==> config.mk <==
export PLATFORM = sky130hd
export DESIGN_NAME = uart_transmitter
export DESIGN_NICKNAME = d
export VERILOG_FILES = /design/src/rtl/uart_transmitter.sv
export SDC_FILE = /design/constraint.sdc
export NUM_CORES = 1
export LEC_CHECK = 0
export ABC_AREA = 1
export CELL_PAD_IN_SITES_DETAIL_PLACEMENT = 0
export CELL_PAD_IN_SITES_GLOBAL_PLACEMENT = 1
export CORE_ASPECT_RATIO = 0.8
export CORE_MARGIN = 3
export CORE_UTILIZATION = 35
export DETAILED_ROUTE_END_ITERATION = 16
export PLACE_DENSITY = 0.75
export SYNTH_ARGS = -nofsm -noshare
export SYNTH_HDL_FRONTEND = slang
export SYNTH_SLANG_ARGS = --single-unit
==> constraint.sdc <==
create_clock -name clk -period 2.23 [get_ports clk]
set_input_delay 0.223 -clock clk [delete_from_list [all_inputs] [get_ports clk]]
set_output_delay 0.223 -clock clk [all_outputs]
set_load 0.01 [all_outputs]
==> src/rtl/uart_transmitter.sv <==
`default_nettype none
// ============================================================================
//  Module     : uart_transmitter
//  Description: Serial UART transmitter. Accepts a byte over a four-phase
//               req/ack handshake and shifts out an idle-high frame:
//               start bit, 8 data bits LSB first, optional parity, stop bit.
//               Each bit lasts CLKS_PER_BIT clk cycles.
//               Optional parity bit: define UART_TX_PARITY_EN.
//  Revision   : 1.0 - initial release
// ============================================================================
module uart_transmitter #(
    parameter int CLKS_PER_BIT = 18,   // 2..65535
    parameter bit PARITY_ODD   = 1'b0  // 0 = even, 1 = odd (parity builds only)
) (
    input  logic       clk,
    input  logic       clr,            // asynchronous, active-low
    input  logic       req,
    input  logic [7:0] data,
    output logic       ack,
    output logic       tx,
    output logic       busy
);

    localparam int                  c_BAUD_W    = (CLKS_PER_BIT > 2) ? $clog2(CLKS_PER_BIT) : 1;
    localparam logic [c_BAUD_W-1:0] c_BAUD_LAST = c_BAUD_W'(CLKS_PER_BIT - 1);
    localparam logic [c_BAUD_W-1:0] c_BAUD_ONE  = c_BAUD_W'(1);

    typedef enum logic [2:0] {
        S_IDLE   = 3'd0,
        S_START  = 3'd1,
        S_DATA   = 3'd2,
`ifdef UART_TX_PARITY_EN
        S_PARITY = 3'd4,
`endif
        S_STOP   = 3'd3
    } state_e;

    state_e              state_q, state_d;
    logic [c_BAUD_W-1:0] baud_q, baud_d;
    logic [2:0]          bit_q, bit_d;
    logic [7:0]          shift_q, shift_d;
    logic                ack_q, ack_d;
    logic                seen_low_q, seen_low_d;
    logic                tx_q, tx_d;
    logic                busy_q, busy_d;
    logic                w_accept;
    logic                w_baud_done;
`ifdef UART_TX_PARITY_EN
    logic                par_q, par_d;
`else
    // Parity sense has no effect without the parity bit; the empty block
    // keeps the parameter referenced in this build.
    if (PARITY_ODD) begin : g_parity_sense_unused
    end
`endif

    assign w_baud_done = (baud_q == c_BAUD_LAST);
    // A new byte needs an idle line, a retired ack and a low phase on req.
    assign w_accept    = (state_q == S_IDLE) && req && !ack_q && seen_low_q;

    // Next-state, handshake and registered-output precomputation.
    always_comb begin
        state_d    = state_q;
        baud_d     = baud_q;
        bit_d      = bit_q;
        shift_d    = shift_q;
        ack_d      = ack_q;
        seen_low_d = seen_low_q;
`ifdef UART_TX_PARITY_EN
        par_d      = par_q;
`endif

        // Handshake runs independently of frame progress.
        if (w_accept) begin
            ack_d      = 1'b1;
            seen_low_d = 1'b0;
        end else if (!req) begin
            ack_d      = 1'b0;
            seen_low_d = 1'b1;
        end

        case (state_q)
            S_IDLE: begin
                if (w_accept) begin
                    shift_d = data;
                    baud_d  = '0;
                    bit_d   = 3'd0;
                    state_d = S_START;
`ifdef UART_TX_PARITY_EN
                    par_d   = (^data) ^ PARITY_ODD;
`endif
                end
            end
            S_START: begin
                if (w_baud_done) begin
                    baud_d  = '0;
                    bit_d   = 3'd0;
                    state_d = S_DATA;
                end else begin
                    baud_d  = baud_q + c_BAUD_ONE;
                end
            end
            S_DATA: begin
                if (w_baud_done) begin
                    baud_d  = '0;
                    shift_d = {1'b0, shift_q[7:1]};
                    if (bit_q == 3'd7) begin
                        bit_d   = 3'd0;
`ifdef UART_TX_PARITY_EN
                        state_d = S_PARITY;
`else
                        state_d = S_STOP;
`endif
                    end else begin
                        bit_d   = bit_q + 3'd1;
                    end
                end else begin
                    baud_d  = baud_q + c_BAUD_ONE;
                end
            end
`ifdef UART_TX_PARITY_EN
            S_PARITY: begin
                if (w_baud_done) begin
                    baud_d  = '0;
                    state_d = S_STOP;
                end else begin
                    baud_d  = baud_q + c_BAUD_ONE;
                end
            end
`endif
            S_STOP: begin
                if (w_baud_done) begin
                    baud_d  = '0;
                    state_d = S_IDLE;
                end else begin
                    baud_d  = baud_q + c_BAUD_ONE;
                end
            end
            default: begin
                baud_d  = '0;
                bit_d   = 3'd0;
                state_d = S_IDLE;
            end
        endcase

        // Outputs are registered, so derive them from the upcoming state.
        case (state_d)
            S_START:  tx_d = 1'b0;
            S_DATA:   tx_d = shift_d[0];
`ifdef UART_TX_PARITY_EN
            S_PARITY: tx_d = par_d;
`endif
            default:  tx_d = 1'b1;
        endcase
        busy_d = (state_d != S_IDLE);
    end

    // State, datapath and output registers; reset abandons any frame.
    always_ff @(posedge clk or negedge clr) begin
        if (!clr) begin
            state_q    <= S_IDLE;
            baud_q     <= '0;
            bit_q      <= 3'd0;
            shift_q    <= 8'h00;
            ack_q      <= 1'b0;
            seen_low_q <= 1'b1;
            tx_q       <= 1'b1;
            busy_q     <= 1'b0;
`ifdef UART_TX_PARITY_EN
            par_q      <= 1'b0;
`endif
        end else begin
            state_q    <= state_d;
            baud_q     <= baud_d;
            bit_q      <= bit_d;
            shift_q    <= shift_d;
            ack_q      <= ack_d;
            seen_low_q <= seen_low_d;
            tx_q       <= tx_d;
            busy_q     <= busy_d;
`ifdef UART_TX_PARITY_EN
            par_q      <= par_d;
`endif
        end
    end

    assign ack  = ack_q;
    assign tx   = tx_q;
    assign busy = busy_q;

endmodule
`default_nettype wire
==> flow_summary.yaml <==
placed_design:
  pre_cts_ws_ps: 577
  place.gp.congestion: 0.835
  placed_area_um2: 1390
  dp_hpwl_um: 1750
  portBuffers: 13
yosys:
  ys_ff_latch: 23
  syn_inst: 149
  synth.largest_area_cell: "dfrtp_1"
  synth_top_area_share_pct: 43.2
  seq_area_frac_synth_pct: 47.5
  syn_avg_cell_area_um2: 8.17
  yosys_warnings: 0
  syn-cell-area_um2: 1220
  mappedNetlistNets: 164
  synthTopCellsByArea: "dfrtp_1 (43%), nand2_1 (15%), nand3_1 (5.8%)"
  ys_types: 20
sta:
  fin_skew_ps: 3.50
  fmax_mhz: 621
  min_period_ps: 1610
  layout_setup_ws_ps: 620
  period_share_pct: 72.2
  tns_ps: 0
  rsz0062_at_grt: "false"
  hold_viol: 0
  slew_viol_final: 0
  setup_viol: 0
floorplanning:
  fp-row-count: 18
  dieArea_um2: 4230
  coreArea_um2: 3200
  die_h_um: 58.8
  die-width_um: 71.9
  initial_utilization_pct: 38.1
  pin_count: 14
detailed_routing:
  final_antenna_net_count: 0
  wire_per_inst_um: 11.3
  dr.first_iter.drc_count: 36
  dr_total_vias: 952
  drc: 0
  wirelength_um: 2330
  dr.pass1.iters: 4
  viasPerCell: 4.62
cts:
  cts_setup_buffers: 0
  clkSinkCount: 23
  clk_latency_ps: 270
  cts_tree: "built"
  htreeDepth: 1
  cts_resized: 0
  clk_pin_slew_ps: 90
  cts-buffers-inserted: 3
  clock_path_buffers: 2
  holdBufCountCts: 0
  cts-root-buf: "clkbuf_8"
power_and_ir_drop:
  p_int_mw: 0.746
  p_comb_share_pct: 23.2
  seq_power_share_pct: 52.1
  p_leak_nw: 0.722
  pwr_density_cell_nw_per_um2: 749
  clkPwrFrac_pct: 24.7
  design_power_total_mw: 1.08
  vdd_ir_drop_max_uv: 529
  power_switching_mw: 0.333
  swShare_pct: 30.8
cells_and_area:
  drive_above_1_share_pct: 12.7
  area_delta_synth_final_pct: 18.3
  final_area_um2: 1440
  final_cell_mix: "nand2_1 (50), dfrtp_1 (21), inv_1 (16), nor2_1 (16), nand3_1 (14)"
  final_common_cell: "nand2_1"
  diodes: 0
  nets: 182
  fillerInstances: 329
status:
  status: "completed"
global_route:
  antenna_found_initial: 0
  grt_pass1_vias: 848
  grt.total_usage_pct: 12.3
  grt_pass1_wl_um: 4020
  grt_overflow: 0
  grt_max_degree: 24
setup_path:
  path_buf_inv: 3
  cp_data_arrival_time_ps: 1770
  critPathKind: "reg2reg"
  end_kind: "register"
  reg2reg_to: "bit_q[0]"
  r2r_slack_ps: 620
  start_kind: "register"
  r2r-start: "baud_q[1]"
  crit_required_ps: 2390
  cpPeakStageDelay_ps: 390
  cp_slowest_cell: "dfrtp_1"
  crit_path_frequent_cell: "nand2_1"
  r2r_cells: 11
  critical_path.cell_chain: "inv_1 -> ha_1 -> nand2_1 -> inv_1 -> nand2_2 -> nand2_1 -> nand2_4 -> nor2_4 -> inv_1 -> nand2_1 -> nand2_1"
  crit_family: "simple AND/OR/NAND/NOR gates"
  critPathMaxFanout: 7
worst_hold_path:
  worstHoldPathType: "in2async"
run:
  max_cap_violations: 0
-- power groups by stage --
stage	registers, mW	clock network [mW]	logic (mW)
final	0.562	0.266	0.251
after global placement	0.571	0	0.250
after detailed placement	0.567	0	0.257
after floorplan	0.565	0	0.171
after CTS	0.562	0.277	0.256
after global routing	0.577	0.296	0.288
-- per-stage QoR --
stage,utilization [%],hold WS (ps),cells
2_1_floorplan,-,-72.6,149
3_3_place_gp,43.6,469,202
3_5_place_dp,43.6,464,202
4_1_cts,45.0,306,206
5_1_grt,45.0,322,206
6_report,45.0,299,206
-- flip-flops by register name (all words and copies together), names as in the netlist --
register,flops
shift_q,8
baud_q,5
bit_q,3
state_q,3
ack,1
busy,1
seen_low_q,1
tx,1
-- worst register-to-register path: stages, from the launching register on --
cell	delay, ps
dfrtp_1	390
inv_1	90
ha_1	160
nand2_1	70
inv_1	70
nand2_2	120
nand2_1	180
nand2_4	90
nor2_4	130
inv_1	90
nand2_1	70
nand2_1	60
-- metal layers --
layer | global-route usage, % | up-vias | share of wire [%] | wire length [um]
met5 | 0 | - | 0 | 0
met1 | 17.3 | 432 | 52 | 1210
met4 | 3.22 | 0 | 0.95 | 22
met3 | 4.27 | 5 | 4.6 | 108
li1 | - | 497 | - | -
met2 | 17.9 | 18 | 42 | 988
-- layout make-up --
class                           instances  area (um2)  area share, %
Multi-Input combinational cell        109         568           39.4
Clock inverter                          1        5.00          0.348
Timing Repair Buffer                   14         138           9.56
Inverter                               16        60.1           4.17
Sequential cell                        23         578           40.1
Tap cell                               40        50.0           3.48
Clock buffer                            3        41.3           2.87
-- Yosys cell counts --
cell	number
nand2_2	5
conb_1	1
o22ai_1	1
dfstp_2	2
dfrtp_1	21
a22o_2	1
nand2_4	2
nand3b_1	1
buf_6	1
nor2_4	5
nand3_4	1
ha_1	4
xor2_1	1
nand3_1	14
nor2_1	16
inv_1	16
nand2_1	50
a31oi_1	1
a21oi_1	4
o21ai_0	2
-- how the worst max path moves through the flow --
| stage | from | end | cells after the start |
|---|---|---|---|
| 3_5_place_dp | req | shift_q[7] | 5 |
| 3_3_place_gp | req | shift_q[7] | 5 |
| 6_report | baud_q[1] | bit_q[0] | 11 |
| 4_1_cts | baud_q[1] | bit_q[0] | 11 |
| 5_1_grt | baud_q[1] | bit_q[0] | 11 |
| 2_1_floorplan | baud_q[1] | bit_q[0] | 11 |
-- cells by family (layout without fill, tap and decap cells) --
kind of cell	count (synthesis)	count (layout)	synth area share, %
simple gates	94	94	37.2
flops	23	23	47.5
buf+inv	17	34	5.86
compound gates	9	9	4.32
fa+ha+maj	4	4	4.11
other cells	1	1	0.308
xor+xnor	1	1	0.720
(Power assumes the default switching activity.)
